$ cat config.mk
export PLATFORM = sky130hd
export DESIGN_NAME = instr_encoder
export DESIGN_NICKNAME = d
export VERILOG_FILES = /design/src/rtl/instr_encoder.sv
export SDC_FILE = /design/constraint.sdc
export NUM_CORES = 1
export LEC_CHECK = 0
export CAP_MARGIN = 20
export CORE_MARGIN = 2
export CORE_UTILIZATION = 45
export DETAILED_ROUTE_END_ITERATION = 8
export PLACE_DENSITY = 0.9
export RECOVER_POWER = 50
export SLEW_MARGIN = 20
export SYNTH_ARGS = -nofsm -noshare
export SYNTH_HDL_FRONTEND = slang
export SYNTH_SLANG_ARGS = --single-unit
export TNS_END_PERCENT = 20
$ cat constraint.sdc
create_clock -name clk -period 2.85 [get_ports clk]
set_input_delay 0.7125 -clock clk [delete_from_list [all_inputs] [get_ports clk]]
set_output_delay 0.7125 -clock clk [all_outputs]
set_load 0.02 [all_outputs]
$ cat src/rtl/instr_encoder.sv
// instr_encoder
// Streams RV32I instruction fields in, encodes each into a 32-bit word and
// writes it into instruction memory while holding the processor in reset.
//
// Ports
//   clk          single clock, rising edge
//   reset        asynchronous, active-low
//   start        one-cycle request to begin (or restart) a program load
//   in_valid/in_ready/in_last  field handshake; in_last marks final instr
//   fmt,rd,rs1,rs2,funct3,funct7,imm  instruction fields
//   imem_we/imem_waddr/imem_wdata    instruction-memory write port
//   cpu_hold     1 keeps the processor in reset (IDLE, LOAD)
//   done         1 in DONE
//   err          sticky error (reserved fmt, bad immediate, overflow)
//   count        number of words written in this load
module instr_encoder #(
  parameter int ADDR_W = 8
) (
  input  logic              clk,
  input  logic              reset,
  input  logic              start,
  input  logic              in_valid,
  output logic              in_ready,
  input  logic              in_last,
  input  logic [2:0]        fmt,
  input  logic [4:0]        rd,
  input  logic [4:0]        rs1,
  input  logic [4:0]        rs2,
  input  logic [2:0]        funct3,
  input  logic [6:0]        funct7,
  input  logic [31:0]       imm,
  output logic              imem_we,
  output logic [ADDR_W-1:0] imem_waddr,
  output logic [31:0]       imem_wdata,
  output logic              cpu_hold,
  output logic              done,
  output logic              err,
  output logic [ADDR_W:0]   count
);

  localparam logic [ADDR_W:0] DEPTH     = (ADDR_W+1)'(2**ADDR_W);
  localparam logic [ADDR_W:0] DEPTH_M1  = (ADDR_W+1)'(2**ADDR_W - 1);

  typedef enum logic [1:0] {IDLE, LOAD, DONE} state_t;

  state_t              state_q, state_d;
  logic [ADDR_W:0]     count_q, count_d;
  logic                err_q, err_d;
  logic                last_q, last_d;     // final word has been accepted
  logic                we_q, we_d;
  logic [ADDR_W-1:0]   waddr_q, waddr_d;
  logic [31:0]         wdata_q, wdata_d;

  logic [31:0]         enc_word;
  logic                enc_bad;
  logic [ADDR_W:0]     accepted_total;
  logic                accept;
  logic                fits12, fits13, fits21;

  // Words accepted so far: written ones plus the one waiting to be written.
  assign accepted_total = count_q + {{ADDR_W{1'b0}}, we_q};
  assign in_ready = (state_q == LOAD) && !last_q && (accepted_total < DEPTH);
  assign accept   = in_valid && in_ready;

  assign fits12 = ($signed(imm) >= -32'sd2048)    && ($signed(imm) <= 32'sd2047);
  assign fits13 = ($signed(imm) >= -32'sd4096)    && ($signed(imm) <= 32'sd4095);
  assign fits21 = ($signed(imm) >= -32'sd1048576) && ($signed(imm) <= 32'sd1048575);

  always_comb begin
    enc_word = 32'h0000_0013;
    enc_bad  = 1'b0;
    case (fmt)
      3'd0: enc_word = {funct7, rs2, rs1, funct3, rd, 7'b0110011};
      3'd1: begin
        enc_word = {imm[11:0], rs1, funct3, rd, 7'b0010011};
        enc_bad  = !fits12;
      end
      3'd2: begin
        enc_word = {imm[11:0], rs1, 3'b010, rd, 7'b0000011};
        enc_bad  = !fits12;
      end
      3'd3: begin
        enc_word = {imm[11:5], rs2, rs1, 3'b010, imm[4:0], 7'b0100011};
        enc_bad  = !fits12;
      end
      3'd4: begin
        enc_word = {imm[12], imm[10:5], rs2, rs1, 3'b000, imm[4:1], imm[11], 7'b1100011};
        enc_bad  = !fits13 || imm[0];
      end
      3'd5: begin
        enc_word = {imm[20], imm[10:1], imm[11], imm[19:12], rd, 7'b1101111};
        enc_bad  = !fits21 || imm[0];
      end
      3'd6: begin
        enc_word = {imm[11:0], rs1, 3'b000, rd, 7'b1100111};
        enc_bad  = !fits12;
      end
      default: begin
        enc_word = 32'h0000_0013;
        enc_bad  = 1'b1;
      end
    endcase
  end

  always_comb begin
    state_d = state_q;
    count_d = count_q;
    err_d   = err_q;
    last_d  = last_q;
    we_d    = 1'b0;
    waddr_d = waddr_q;
    wdata_d = wdata_q;
    case (state_q)
      IDLE, DONE: begin
        if (start) begin
          state_d = LOAD;
          count_d = '0;
          err_d   = 1'b0;
          last_d  = 1'b0;
        end
      end
      LOAD: begin
        if (we_q) begin
          count_d = count_q + 1'b1;
          // last_q with a write in flight means this is the final word
          if (last_q) state_d = DONE;
        end
        if (accept) begin
          we_d    = 1'b1;
          waddr_d = accepted_total[ADDR_W-1:0];
          wdata_d = enc_word;
          // The DEPTH-th word closes the load even without in_last.
          last_d  = in_last || (accepted_total == DEPTH_M1);
          err_d   = err_q || enc_bad || ((accepted_total == DEPTH_M1) && !in_last);
        end
      end
      default: state_d = IDLE;
    endcase
  end

  always_ff @(posedge clk or negedge reset) begin
    if (!reset) begin
      state_q <= IDLE;
      count_q <= '0;
      err_q   <= 1'b0;
      last_q  <= 1'b0;
      we_q    <= 1'b0;
      waddr_q <= '0;
      wdata_q <= '0;
    end else begin
      state_q <= state_d;
      count_q <= count_d;
      err_q   <= err_d;
      last_q  <= last_d;
      we_q    <= we_d;
      waddr_q <= waddr_d;
      wdata_q <= wdata_d;
    end
  end

  assign imem_we    = we_q;
  assign imem_waddr = waddr_q;
  assign imem_wdata = wdata_q;
  assign count      = count_q;
  assign err        = err_q;
  assign done       = (state_q == DONE);
  assign cpu_hold   = (state_q != DONE);

endmodule

# Word level (Yosys, flattened, before mapping)
# Index checks and enable logic that the tools add are counted.
[totals]
reg_bits = 54
in_bits = 65
out_inout_bits = 54
elab_cells = 72
[classes]
n_addsub = 2
magnitude_cmp = 7
eq_ne = 14
mux = 16
reduce_logical = 26
[op_table]
columns = ["op", "n"]
rows = [
  ["$pmux 32 s7", 1],
  ["$ge 32x12->1 const B", 1],
  ["$ge 32x13->1 const B", 1],
  ["$ge 32x21->1 const B", 1],
  ["$le 32x12->1 const B", 1],
  ["$le 32x13->1 const B", 1],
  ["$le 32x21->1 const B", 1],
  ["$mux 9", 2],
  ["$pmux 9 s2", 1],
  ["$ne 2x2->1 const B", 5],
  ["$add 9x1->9", 1],
  ["$add 9x1->9 const B", 1],
  ["$eq 3x3->1 const B", 3],
  ["$eq 9x8->1 const B", 1],
  ["$lt 9x9->1 const B", 1],
  ["$reduce_and 3->1", 3],
  ["$logic_and 1x1->1", 7],
  ["$eq 3x2->1 const B", 2],
  ["$mux 2", 3],
  ["$logic_not 1->1", 5],
  ["$logic_or 1x1->1", 5],
  ["$mux 1", 5],
  ["$pmux 1 s2", 2],
  ["$pmux 1 s4", 1],
  ["other kinds (10)", 10],
]

# Longest topological paths before layout
# Gate-level depths: netlist of the first run.
[logic_depth]
word_depth = 9
ltp_mapped = 9
ltp_nobuf = 7

# Worst setup path after synthesis of the first run
# No wires, ideal clock.
[synth_path]
kind = "reg-to-output"
start = "register count_q[0], in the netlist count[0]"
end = "output port in_ready"
arrival_ns = 1.808
required_ns = 2.138
path_slack_ns = 0.329
stages_incl_launch_ff = 6
path_buffers = 0
path_cell_list = "dfrtp_1 -> ha_1 -> ha_1 -> nand3_2 -> or3_1 -> and3_1"
[synth_between]
elab_chain_len = 3
[synth_lines]
columns = ["element", "line", "text"]
rows = [
  ["start, declared", "47", "logic [ADDR_W:0] count_q, count_d;"],
  ["start signal, assigned", "152", "count_q <= count_d;"],
  ["$add 9x1->9", "61", "assign accepted_total = count_q + {{ADDR_W{1'b0}}, we_q};"],
  ["$lt 9x9->1", "62", "assign in_ready = (state_q == LOAD) && !last_q && (accepted_total < DEPTH);"],
  ["$logic_and 1x1->1", "62", ""],
  ["end, declared", "23", "output logic in_ready,"],
]
# Every way passes these cells.

# Worst setup path in the final report of the first run
[layout_path]
start = "register we_q, in the netlist imem_we"
end = "output port in_ready"
[layout_between]
elab_chain_len = 3
[layout_lines]
columns = ["element", "line", "text"]
rows = [
  ["start, declared", "50", "logic we_q, we_d;"],
  ["start signal, assigned", "155", "we_q <= we_d;"],
  ["$add 9x1->9", "61", ""],
  ["$lt 9x9->1", "62", ""],
  ["$logic_and 1x1->1", "62", ""],
]
# Every way passes these cells.

==> summary.md, run 1 <==
| Metric | Value |
|---|---|
| Top cell type's share of synthesized area | 40.9% |
| H-tree depth | 2 |
| DRC viols | 0 |
| Die area | 7900 sq um |
| Critical-path maximum fanout | 4 |
| Worst-margin pin slew | 1.61 ns |
| Synth-to-layout area growth | 42.4% |
| Antenna fix cells | 0 |
| Die H | 88.9 um |
| Gr usage total | 24.0% |
| First-iteration detailed-routing DRC count | 257 |
| Crit-path slowest cell | or3_1 |
| Int Pwr | 2.22 mW |
| Sequential share of power | 34.3% |
| Maxcap violations | 1 |
| Post-Synthesis Net Count | 419 |
| Hold Path Class | flop to flop |
| Comb pwr share | 54.1% |
| Clk network pwr share | 11.6% |
| Clk Latency, worst-skew pair | 0.31 ns |
| Initial Util | 47.2% |
| Worst Setup Path Type | flop to output pin |
| Die width | 88.9 um |
| Fmax achieved | 0.365 GHz |
| Vias in the first global route | 3,112 |
| Switching Share | 39.2% |
| Top-count cell post-synth | dfrtp_1 |
| Ys flop type | dfrtp_1 |
| Antenna violation net count after detailed routing | 0 |
| Hold Path End | imem_wdata[1]$_DFFE_PN0P_ |
| R2r startpoint | imem_we$_DFF_PN0_ |
| Cell row count | 30 |
| CP Capture Type | output pin |
| Layout cells sized above 1 | 10.6% |
| Crit-path most repeated cell | ha_1 |
| Power per cell area | 792 nW/um^2 |
| Post-synth top cells | dfrtp_1 (53), a21oi_1 (43), nor2_1 (40) |
| Avg Inst Size Synth | 9.24 sq um |
| Nets | 538 |
| FF/Latch Area | 1330 sq um |
| Global route overflow | 0 |
| Fillers | 535 |
| Pleak | 1.90 nW |
| Clock skew | 0.00772 ns |
| Post-synthesis sequential area ratio | 40.9% |
| Grt met2 use | 41.0% |
| Hold Path Depth | 1 |
| Via/cell ratio | 5.77 |
| Outcome | finished with violations |
| Multi-input gate area | 1740 sq um |
| Max incr delay on CP | 0.38 ns |
| Slew HR | -7.35% |
| CTS tree | yes |
| Cells after Synth | 351 |
| Post-synth EDFFs | 0 |
| Min-delay src | imem_wdata[1]$_DFFE_PN0P_ |
| Critical Path AT | 2.03 ns |
| Clk root buf | clkbuf_8 |
| Top cells by area, synth | dfrtp_1 (41%), mux2_4 (7.9%), a21oi_1 (6.6%) |
| Setup violations, final | 0 |
| Met1 Resource Use GR | 30.3% |
| Grt peak-use layer | met2 |
| Final hold vios | 0 |
| Buffers on Ports | 118 |
| Failing checks | max-capacitance violations, max-slew violations |
| Reg-to-reg setup timing slack | 0.34 ns |
| Maximum vdd drop | 489 uV |
| Mapped Area | 3240 sq um |
| Fin crit period | 2.74 ns |
| First-pass GRT wire length | 14.7 mm |
| Crit path setup slack, layout | 0.108 ns |
| Final worst path period share | 96.2% |
| Reg2reg path depth | 7 |
| Total Wirelength | 9.61 mm |
| Ys Warns | 0 |
| Asr flop ratio synth | 100% |
| DP HPWL | 7.34 mm |
| Post-CTS setup buffer count | 0 |
| Worst path cell trace | ha_1 > ha_1 > nand3_2 > or3_1 > and3_1 > dlygate4sd2_1 |
| FF-to-FF End | imem_wdata[20]$_DFFE_PN0P_ |
| Core Area | 6870 sq um |
| DP Worst Slack | 0.233 ns |
| Wire per inst | 17.0 um |
| CP required | 2.14 ns |
| Net Switching | 1.43 mW |
| Initial antenna violation count | 0 |
| GR Util met3 | 5.17% |
| Clock Path Buffers | 2 |
| Final GP Congestion | 0.866 |
| Area leader, netlist | dfrtp_1 |
| Final setup TNS | 0 ns |
| CP Launch Type | flop |
| Num CTS Buffers | 5 |
| Clk slew on worst S/H paths | 0.10 ns |
| RSZ-0062 raised after global routing | no |
| Max-slew violation count | 32 |
| Pwr Total | 3.66 mW |
| Routed vias | 3,273 |
| I/O Pins | 119 |
| Synthesis-stage register bit count | 53 |
| Initial DRT Pass Iterations | 5 |
| Netlist cell types | 49 |
| Largest net degree at the start of global routing | 63 |
| Clock Sink Count | 53 |
## cells by family after synthesis
kind of cell	Yosys count	share of synthesized area, %
AO/OA/AOI/OAI	95	17.8
buffers and inverters	33	5.48
XOR/XNOR	13	3.51
adder cells (fa/ha/maj)	3	1.16
flip-flops	53	40.9
multiplexers	29	11.7
AND/OR/NAND/NOR	125	19.5
## per-stage QoR
stage / hold WS (ns) / instance area (sq um) / cells / util (%)
final: 0.514 / 4620 / 567 / 67.2
after global routing: 0.528 / 4620 / 567 / 67.2
after CTS: 0.448 / 4640 / 567 / 67.6
after detailed placement: 0.499 / 4560 / 559 / 66.4
after global placement: 0.474 / 4560 / 559 / 66.4
after floorplan: 0.417 / 3240 / 351 / -
## worst max-delay path: cells and delay by family, from the launching register on
family / cells / cell delay, ns
and+or+nand+nor: 3 / 0.67
DFF: 1 / 0.37
adders and majority gates: 2 / 0.37
buffers and inverters: 1 / 0.31
## power by group through the flow
stage / combinational [mW] / clock [mW] / sequential (mW)
detailed placement: 2.04 / 0 / 1.27
CTS: 2.04 / 0.433 / 1.26
global placement: 2.00 / 0 / 1.25
global route: 2.11 / 0.460 / 1.29
floorplan: 0.803 / 0 / 1.59
finish: 1.98 / 0.426 / 1.25
## sequential cells by signal, indices dropped and copies added, names as in the netlist
| name | count |
|---|---|
| imem_wdata | 31 |
| count | 9 |
| imem_waddr | 8 |
| state_q | 2 |
| err | 1 |
| imem_we | 1 |
| last_q | 1 |
## layer usage
metal | vias up | share of wire (%)
met4 | 0 | 2.2
met3 | 29 | 8.0
met1 | 1550 | 41
met5 | - | 0
li1 | 1524 | -
met2 | 170 | 48
## repair_timing
| item | in CTS | in global routing |
|---|---|---|
| hold buffers | 0 | 0 |
| setup endpoints to repair | 1 | 0 |
| resized for setup | 1 | 0 |
| hold endpoints to repair | 0 | 0 |
## final cells by class
class                      instances  area share (%)
sequential                        53            28.7
clock buffer                       7            1.65
timing repair buffer             140            28.8
inverter                           5           0.407
tap                               96            2.60
multi-input combinational        265            37.7
clock inverter                     1           0.163
## worst max-delay path by stage
stage / from / endpoint / depth (start not counted) / slack, ns
final: imem_we$_DFF_PN0_ / in_ready / 6 / 0.11
after global routing: imem_we$_DFF_PN0_ / in_ready / 6 / 0.03
after CTS: imem_we$_DFF_PN0_ / in_ready / 6 / 0.10
after detailed placement: imem_we$_DFF_PN0_ / in_ready / 6 / 0.23
after global placement: imem_we$_DFF_PN0_ / in_ready / 6 / 0.30
after floorplan: count[0]$_DFFE_PN0P_ / in_ready / 5 / 0.33
## layout by cell type (no fill, tap or decap), types with 3 or more instances in the layout
master and n:
clkdlybuf4s50_1 98, dfrtp_1 53, a21oi_1 43, nor2_1 40
nand2_1 21, dlygate4sd3_1 18, buf_4 18, mux2_4 17
nand4_1 14, o22ai_1 12, o21ai_0 10, mux2i_1 9
and3_1 8, nand3_1 8, xnor2_1 7, nor2b_1 6
a31oi_1 6, xor2_1 6, clkbuf_1 6, nand2b_1 5
nor4_1 5, a22oi_1 5, clkbuf_8 5, a221oi_1 4
nor3_1 4, inv_1 3, or3_1 3, nand3b_1 3
mux2_2 3, a22o_1 3, ha_1 3
Power figures use the tool's default switching activity.
==> inputs of run 2 (changes only) <==
Settings changed: CELL_PAD_IN_SITES_DETAIL_PLACEMENT set to 2, CELL_PAD_IN_SITES_GLOBAL_PLACEMENT set to 2, CORE_UTILIZATION 45 to 26, PLACE_DENSITY 0.9 to not set, PLACE_DENSITY_LB_ADDON set to 0.12.
==> summary.md, run 2 (same netlist as run 1, synthesis figures left out) <==
| Metric | Value |
|---|---|
| Top cell family by delay on the critical path | simple AND/OR/NAND/NOR gates |
| Buffers on Ports | 118 (unchanged) |
| Nets | 544 (+1.1%) |
| Clock Path Buffers | 2 (unchanged) |
| Die width | 116 um (+30%) |
| Outcome | finished with violations |
| Critical-path maximum fanout | 4 (unchanged) |
| Max-slew violation count | 28 (-13%) |
| Clk slew on worst S/H paths | 0.08 ns (-0.02 ns) |
| Commonest non-fill, non-tap cell in the layout | clkdlybuf4s50_1 |
| Setup violations, final | 0 (unchanged) |
| Crit path setup slack, layout | 0.113 ns (+0.00547 ns) |
| I/O Pins | 119 (unchanged) |
| DP Worst Slack | 0.193 ns (-0.0402 ns) |
| Layout cells sized above 1 | 12.4% (+1.8 points) |
| Buf/Inv on CP | 1 (unchanged) |
| Final hold vios | 0 (unchanged) |
| Wire per inst | 18.8 um (+11%) |
| Final setup TNS | 0 ns (unchanged) |
| RSZ-0062 raised after global routing | no |
| Worst-margin pin slew | 1.67 ns (+0.0647 ns) |
| Clock skew | 0.00503 ns (-0.00269 ns) |
| CP Launch Type | flop |
| Routed vias | 3,231 (-1.3%) |
| DRC viols | 0 (unchanged) |
| Failing checks | max-capacitance violations, max-slew violations |
| Worst Setup Path Type | flop to output pin |
| Cell row count | 40 (+33%) |
| Gr usage total | 18.7% (-5.3 points) |
| Synth-to-layout area growth | 49.0% |
| Core Area | 12,100 sq um (+76%) |
| Max incr delay on CP | 0.38 ns (about the same) |
| Final GP Congestion | 0.794 (-8.3%) |
| Initial DRT Pass Iterations | 4 (-1) |
| Hold-fix buffers, CTS | 0 (unchanged) |
| Worst path cell trace | ha_1 > ha_2 > nand3_2 > or3_1 > and3_1 > clkdlybuf4s15_1 |
| Fin crit period | 2.74 ns (-0.00547 ns) |
| Clk Latency, worst-skew pair | 0.31 ns (about the same) |
| Routed length on met3 | 643 um (-16%) |
| Global route overflow | 0 (unchanged) |
| Critical Path AT | 2.02 ns (about the same) |
| CTS tree | yes |
| Num CTS Buffers | 5 (unchanged) |
| Antenna fix cells | 0 (unchanged) |
| Post-CTS setup buffer count | 0 (unchanged) |
| Total Wirelength | 12.1 mm (+26%) |
| Dpl cells | 637 (+14%) |
| Pwr Total | 3.94 mW (+7.7%) |
| CP required | 2.14 ns (about the same) |
| Clk root buf | clkbuf_16 |
| Initial Util | 26.8% (-20 points) |
| Vias in the first global route | 3,620 (+16%) |
| Largest net degree at the start of global routing | 38 (-40%) |
| H-tree depth | 2 (unchanged) |
| Pleak | 1.96 nW (+3.4%) |
| Clock Sink Count | 53 (unchanged) |
| Max FFs per register | 31 (unchanged) |
| Slew HR | -11.7% (-4.3 points) |
| Final worst path period share | 96.0% (-0.19 points) |
| DP HPWL | 9.33 mm (+27%) |
| Crit-path slowest cell | or3_1 |
| Die H | 116 um (+30%) |
| Initial antenna violation count | 0 (unchanged) |
| Met2 routed WL | 5.86 mm (+26%) |
| First-iteration detailed-routing DRC count | 126 (-51%) |
| Antenna violation net count after detailed routing | 0 (unchanged) |
| Maximum vdd drop | 353 uV (-28%) |
| Most frequent cells in the layout | clkdlybuf4s50_1 (97), dfrtp_1 (53), a21oi_1 (43) |
| Layout Cells excl Fill | 645 (+14%) |
| Hold Path Class | flop to flop |
| DR top layer | met4 |
| Power per cell area | 815 nW/um^2 (+2.9%) |
| Routed met1 length | 5.45 mm (+37%) |
| CP Capture Type | output pin |
| Die area | 13,400 sq um (+69%) |
| First-pass GRT wire length | 19.3 mm (+31%) |
| Maxcap violations | 1 (unchanged) |
| Via/cell ratio | 5.01 (-13%) |
| Fmax achieved | 0.365 GHz (+0.20%) |
==> run 2: cell count changes in the layout (fill, tap and decap cells not counted), sizes merged <==
| cell | before | now |
|---|---|---|
| clkbuf | 12 | 9 |
| clkdlybuf4s15 | 0 | 1 |
| clkdlybuf4s50 | 98 | 97 |
| dlygate4sd2 | 1 | 0 |
| clkinv | 2 | 3 |
| inv | 3 | 4 |
| buf | 18 | 25 |
| dlygate4sd3 | 18 | 19 |
==> run 2: path summary, 6_finish.rpt <==
kind / from / to / slack [ns] / cells past startpoint
setup / recovery: count[0]$_DFFE_PN0P_ / in_ready / 0.11 / 6
hold / removal: imem_wdata[1]$_DFFE_PN0P_ / imem_wdata[1]$_DFFE_PN0P_ / 0.49 / 1
setup reg to reg: count[0]$_DFFE_PN0P_ / imem_wdata[15]$_DFFE_PN0P_ / 0.28 / 9
hold reg to reg: imem_wdata[1]$_DFFE_PN0P_ / imem_wdata[1]$_DFFE_PN0P_ / 0.49 / 1
max in group asynchronous: reset / err$_DFFE_PN0P_ / 0.52 / 2
min in group asynchronous: reset / imem_wdata[24]$_DFFE_PN0P_ / 0.82 / 1
==> run 2: timing repair <==
| item | CTS | global route |
|---|---|---|
| gates cloned | 0 | 0 |
| resized for setup | 1 | 2 |
| endpoints found under the setup margin | 1 | 1 |
==> run 2: metrics by stage <==
| stage | util (%) | hold slack, ns | area (sq um) |
|---|---|---|---|
| 2_1_floorplan | - | 0.417 | 3240 |
| 5_1_grt | 39.9 | 0.520 | 4830 |
| 3_5_place_dp | 38.9 | 0.482 | 4710 |
| 3_3_place_gp | 38.9 | 0.480 | 4710 |
| 4_1_cts | 40.1 | 0.483 | 4850 |
| 6_report | 39.9 | 0.493 | 4830 |
==> run 2: power breakdown <==
| part | total, mW | internal, mW | leakage (nW) | switching, mW |
|---|---|---|---|---|
| Combinational | 2.04 | 1.02 | 1.24 | 1.02 |
| Clock | 0.650 | 0.329 | 0.0702 | 0.321 |
| Sequential | 1.25 | 1.06 | 0.649 | 0.191 |
| Total | 3.94 | 2.40 | 1.96 | 1.53 |
==> run 2: metal layers <==
metal,global-route usage (%),vias up
met5,0,-
met4,5.56,0
met3,4.18,11
met2,31.6,79
met1,23.9,1609
li1,-,1532
==> run 2: area by class of cell <==
cell class                      count  area (sq um)
Sequential cell                    53          1330
Tap cell                          168           210
Multi-Input combinational cell    265          1740
Timing Repair Buffer              146          1390
Fill cell                        1382          7280
Clock inverter                      3          21.3
Clock buffer                        5           125
Inverter                            5          18.8
==> inputs of run 3 (changes only) <==
--- a/config.mk
+++ b/config.mk
@@ -13,3 +13,3 @@
 export DETAILED_ROUTE_END_ITERATION = 8
-export PLACE_DENSITY_LB_ADDON = 0.12
+export PLACE_DENSITY_LB_ADDON = 0.08
 export RECOVER_POWER = 50
==> constraint.sdc (replaced) <==
create_clock -name clk -period 2.85 [get_ports clk]
set_input_delay 0.285 -clock clk [delete_from_list [all_inputs] [get_ports clk]]
set_output_delay 0.285 -clock clk [all_outputs]
set_load 0.02 [all_outputs]
==> summary.md, run 3 (same netlist as run 1, synthesis figures left out) <==
| Metric | Value |
|---|---|
| CP Capture Type | output pin |
| FF-to-FF End | imem_wdata[24]$_DFFE_PN0P_ |
| Reg2reg path depth | 7 (-2) |
| First-iteration detailed-routing DRC count | 120 (-4.8%) |
| CP Launch Type | flop |
| Fin crit period | 2.48 ns (-0.262 ns) |
| Final hold vios | 0 (unchanged) |
| Maximum vdd drop | 301 uV (-15%) |
| DRC viols | 0 (unchanged) |
| Buf/Inv on CP | 1 (unchanged) |
| Clk root buf | clkbuf_16 |
| Routed vias | 3,182 (-1.5%) |
| Critical-path maximum fanout | 7 (+3) |
| Crit-path slowest cell | dfrtp_2 |
| Clock Sink Count | 53 (unchanged) |
| Nets | 530 (-2.6%) |
| Gr usage total | 18.4% (-0.28 points) |
| Die width | 116 um (unchanged) |
| WHS | 0.496 ns (+0.00357 ns) |
| Met2 routed WL | 5.51 mm (-5.9%) |
| Die area | 13,400 sq um (unchanged) |
| Power per cell area | 825 nW/um^2 (+1.2%) |
| Final setup TNS | 0 ns (unchanged) |
| First-pass GRT wire length | 19.0 mm (-1.2%) |
| Max incr delay on CP | 0.43 ns (+0.05 ns) |
| Crit path setup slack, layout | 0.375 ns (+0.262 ns) |
| Initial DRT Pass Iterations | 4 (unchanged) |
| Routed length on met3 | 772 um (+20%) |
| Synth-to-layout area growth | 46.5% |
| Pleak | 1.90 nW (-3.0%) |
| Clock skew | 0.00649 ns (+0.00146 ns) |
| Initial antenna violation count | 0 (unchanged) |
| Placed cell area | 4590 sq um (-2.4%) |
| Cell row count | 40 (unchanged) |
| Max FFs per register | 31 (unchanged) |
| CTS tree | yes |
| DR top layer | met4 |
| Fillers | 1,374 (-0.58%) |
| I/O Pins | 119 (unchanged) |
| Crit-path most repeated cell | ha_2 |
| Setup crit start | imem_we$_DFF_PN0_ |
| R2r startpoint | imem_we$_DFF_PN0_ |
| Global route overflow | 0 (unchanged) |
| Top cell family by delay on the critical path | simple AND/OR/NAND/NOR gates |
| Core Area | 12,100 sq um (unchanged) |
| Antenna violation net count after detailed routing | 0 (unchanged) |
| Clk Latency, worst-skew pair | 0.31 ns (about the same) |
| Reg-to-reg setup timing slack | 0.40 ns (+0.12 ns) |
| Fmax achieved | 0.404 GHz (+11%) |
| RSZ-0062 raised after global routing | no |
| Final GP Congestion | 0.785 (-1.2%) |
| WP depth | 6 (unchanged) |
| Largest net degree at the start of global routing | 42 (+11%) |
| Worst path cell trace | ha_2 > ha_2 > nand3_2 > or3_1 > and3_1 > dlymetal6s2s_1 |
| Outcome | finished, final reports clean |
| Slew HR | 29.1% (+41 points) |
| Final worst path period share | 86.9% (-9.2 points) |
| Die H | 116 um (unchanged) |
| Worst Setup Path Type | flop to output pin |
| H-tree depth | 2 (unchanged) |
| Setup violations, final | 0 (unchanged) |
| Max-slew violation count | 0 (-100%) |
| Critical Path AT | 2.19 ns (+0.17 ns) |
| Wire per inst | 19.0 um (+0.89%) |
| Routed met1 length | 5.58 mm (+2.3%) |
| Via/cell ratio | 5.04 (+0.67%) |
| CP required | 2.57 ns (+0.43 ns) |
| Hold Path Class | flop to flop |
| Buffers on Ports | 118 (unchanged) |
| Maxcap violations | 0 (-1) |
| Antenna fix cells | 0 (unchanged) |
| Worst-margin pin slew | 1.06 ns (-0.611 ns) |
| Most frequent cells in the layout | clkdlybuf4s50_1 (96), dfrtp_1 (52), a21oi_1 (43) |
| Initial Util | 26.8% (unchanged) |
| Vias in the first global route | 3,397 (-6.2%) |
| DP Worst Slack | 0.239 ns (+0.0468 ns) |
| DP HPWL | 9.08 mm (-2.7%) |
| Pwr Total | 3.92 mW (-0.49%) |
| Commonest non-fill, non-tap cell in the layout | clkdlybuf4s50_1 |
| Total Wirelength | 12.0 mm (-1.3%) |
| Critical path endpoint | in_ready |
| Num CTS Buffers | 5 (unchanged) |
| Layout cells sized above 1 | 10.4% (-2.0 points) |
| Clk slew on worst S/H paths | 0.08 ns (about the same) |
| Post-route cell area | 4750 sq um (-1.6%) |
| Clock Path Buffers | 2 (unchanged) |
## run 3: worst min-delay path by stage
| stage | start | end | slack (ns) | depth (start not counted) |
|---|---|---|---|---|
| detailed placement | reset | imem_wdata[24]$_DFFE_PN0P_ | 0.25 | 1 |
| global route | imem_wdata[1]$_DFFE_PN0P_ | imem_wdata[1]$_DFFE_PN0P_ | 0.52 | 1 |
| CTS | reset | imem_wdata[24]$_DFFE_PN0P_ | 0.46 | 2 |
| finish | imem_wdata[1]$_DFFE_PN0P_ | imem_wdata[1]$_DFFE_PN0P_ | 0.50 | 1 |
| global placement | reset | imem_wdata[24]$_DFFE_PN0P_ | 0.25 | 1 |
| floorplan | reset | count[0]$_DFFE_PN0P_ | -0.01 | 0 |
## run 3: timing repair
| item | 4_1_cts | 5_1_grt |
|---|---|---|
| hold endpoints to repair | 17 | 0 |
| setup buffers | 0 | 0 |
| pin swaps | 0 | 0 |
| setup endpoints to repair | 1 | 1 |
| gates resized for setup | 3 | 2 |
| hold buffers | 1 | 0 |
## run 3: power breakdown
part	total (mW)	switching (mW)	internal, mW
sequential	1.29	0.225	1.06
combinational	1.99	0.991	1.00
clock	0.641	0.312	0.328
## run 3: area by class of cell
cell class                 instances  area (sq um)  share of cell area [%]
multi-input combinational        265          1750                    36.7
sequential                        53          1330                    27.9
timing repair buffer             132          1300                    27.4
tap                              168           210                    4.42
clock buffer                       5           125                    2.63
clock inverter                     3          21.3                   0.448
inverter                           5          18.8                   0.395
## run 3: metrics by stage
stage | utilization [%] | std cells
detailed placement | 37.9 | 622
CTS | 39.3 | 631
floorplan | - | 351
global placement | 37.9 | 622
global route | 39.2 | 631
finish | 39.2 | 631
## run 3: routing by layer
layer / vias to the layer above / track usage (%)
met4: 0 / 3.81
li1: 1503 / -
met2: 87 / 28.9
met1: 1585 / 25.2
met3: 7 / 5.44
met5: - / 0
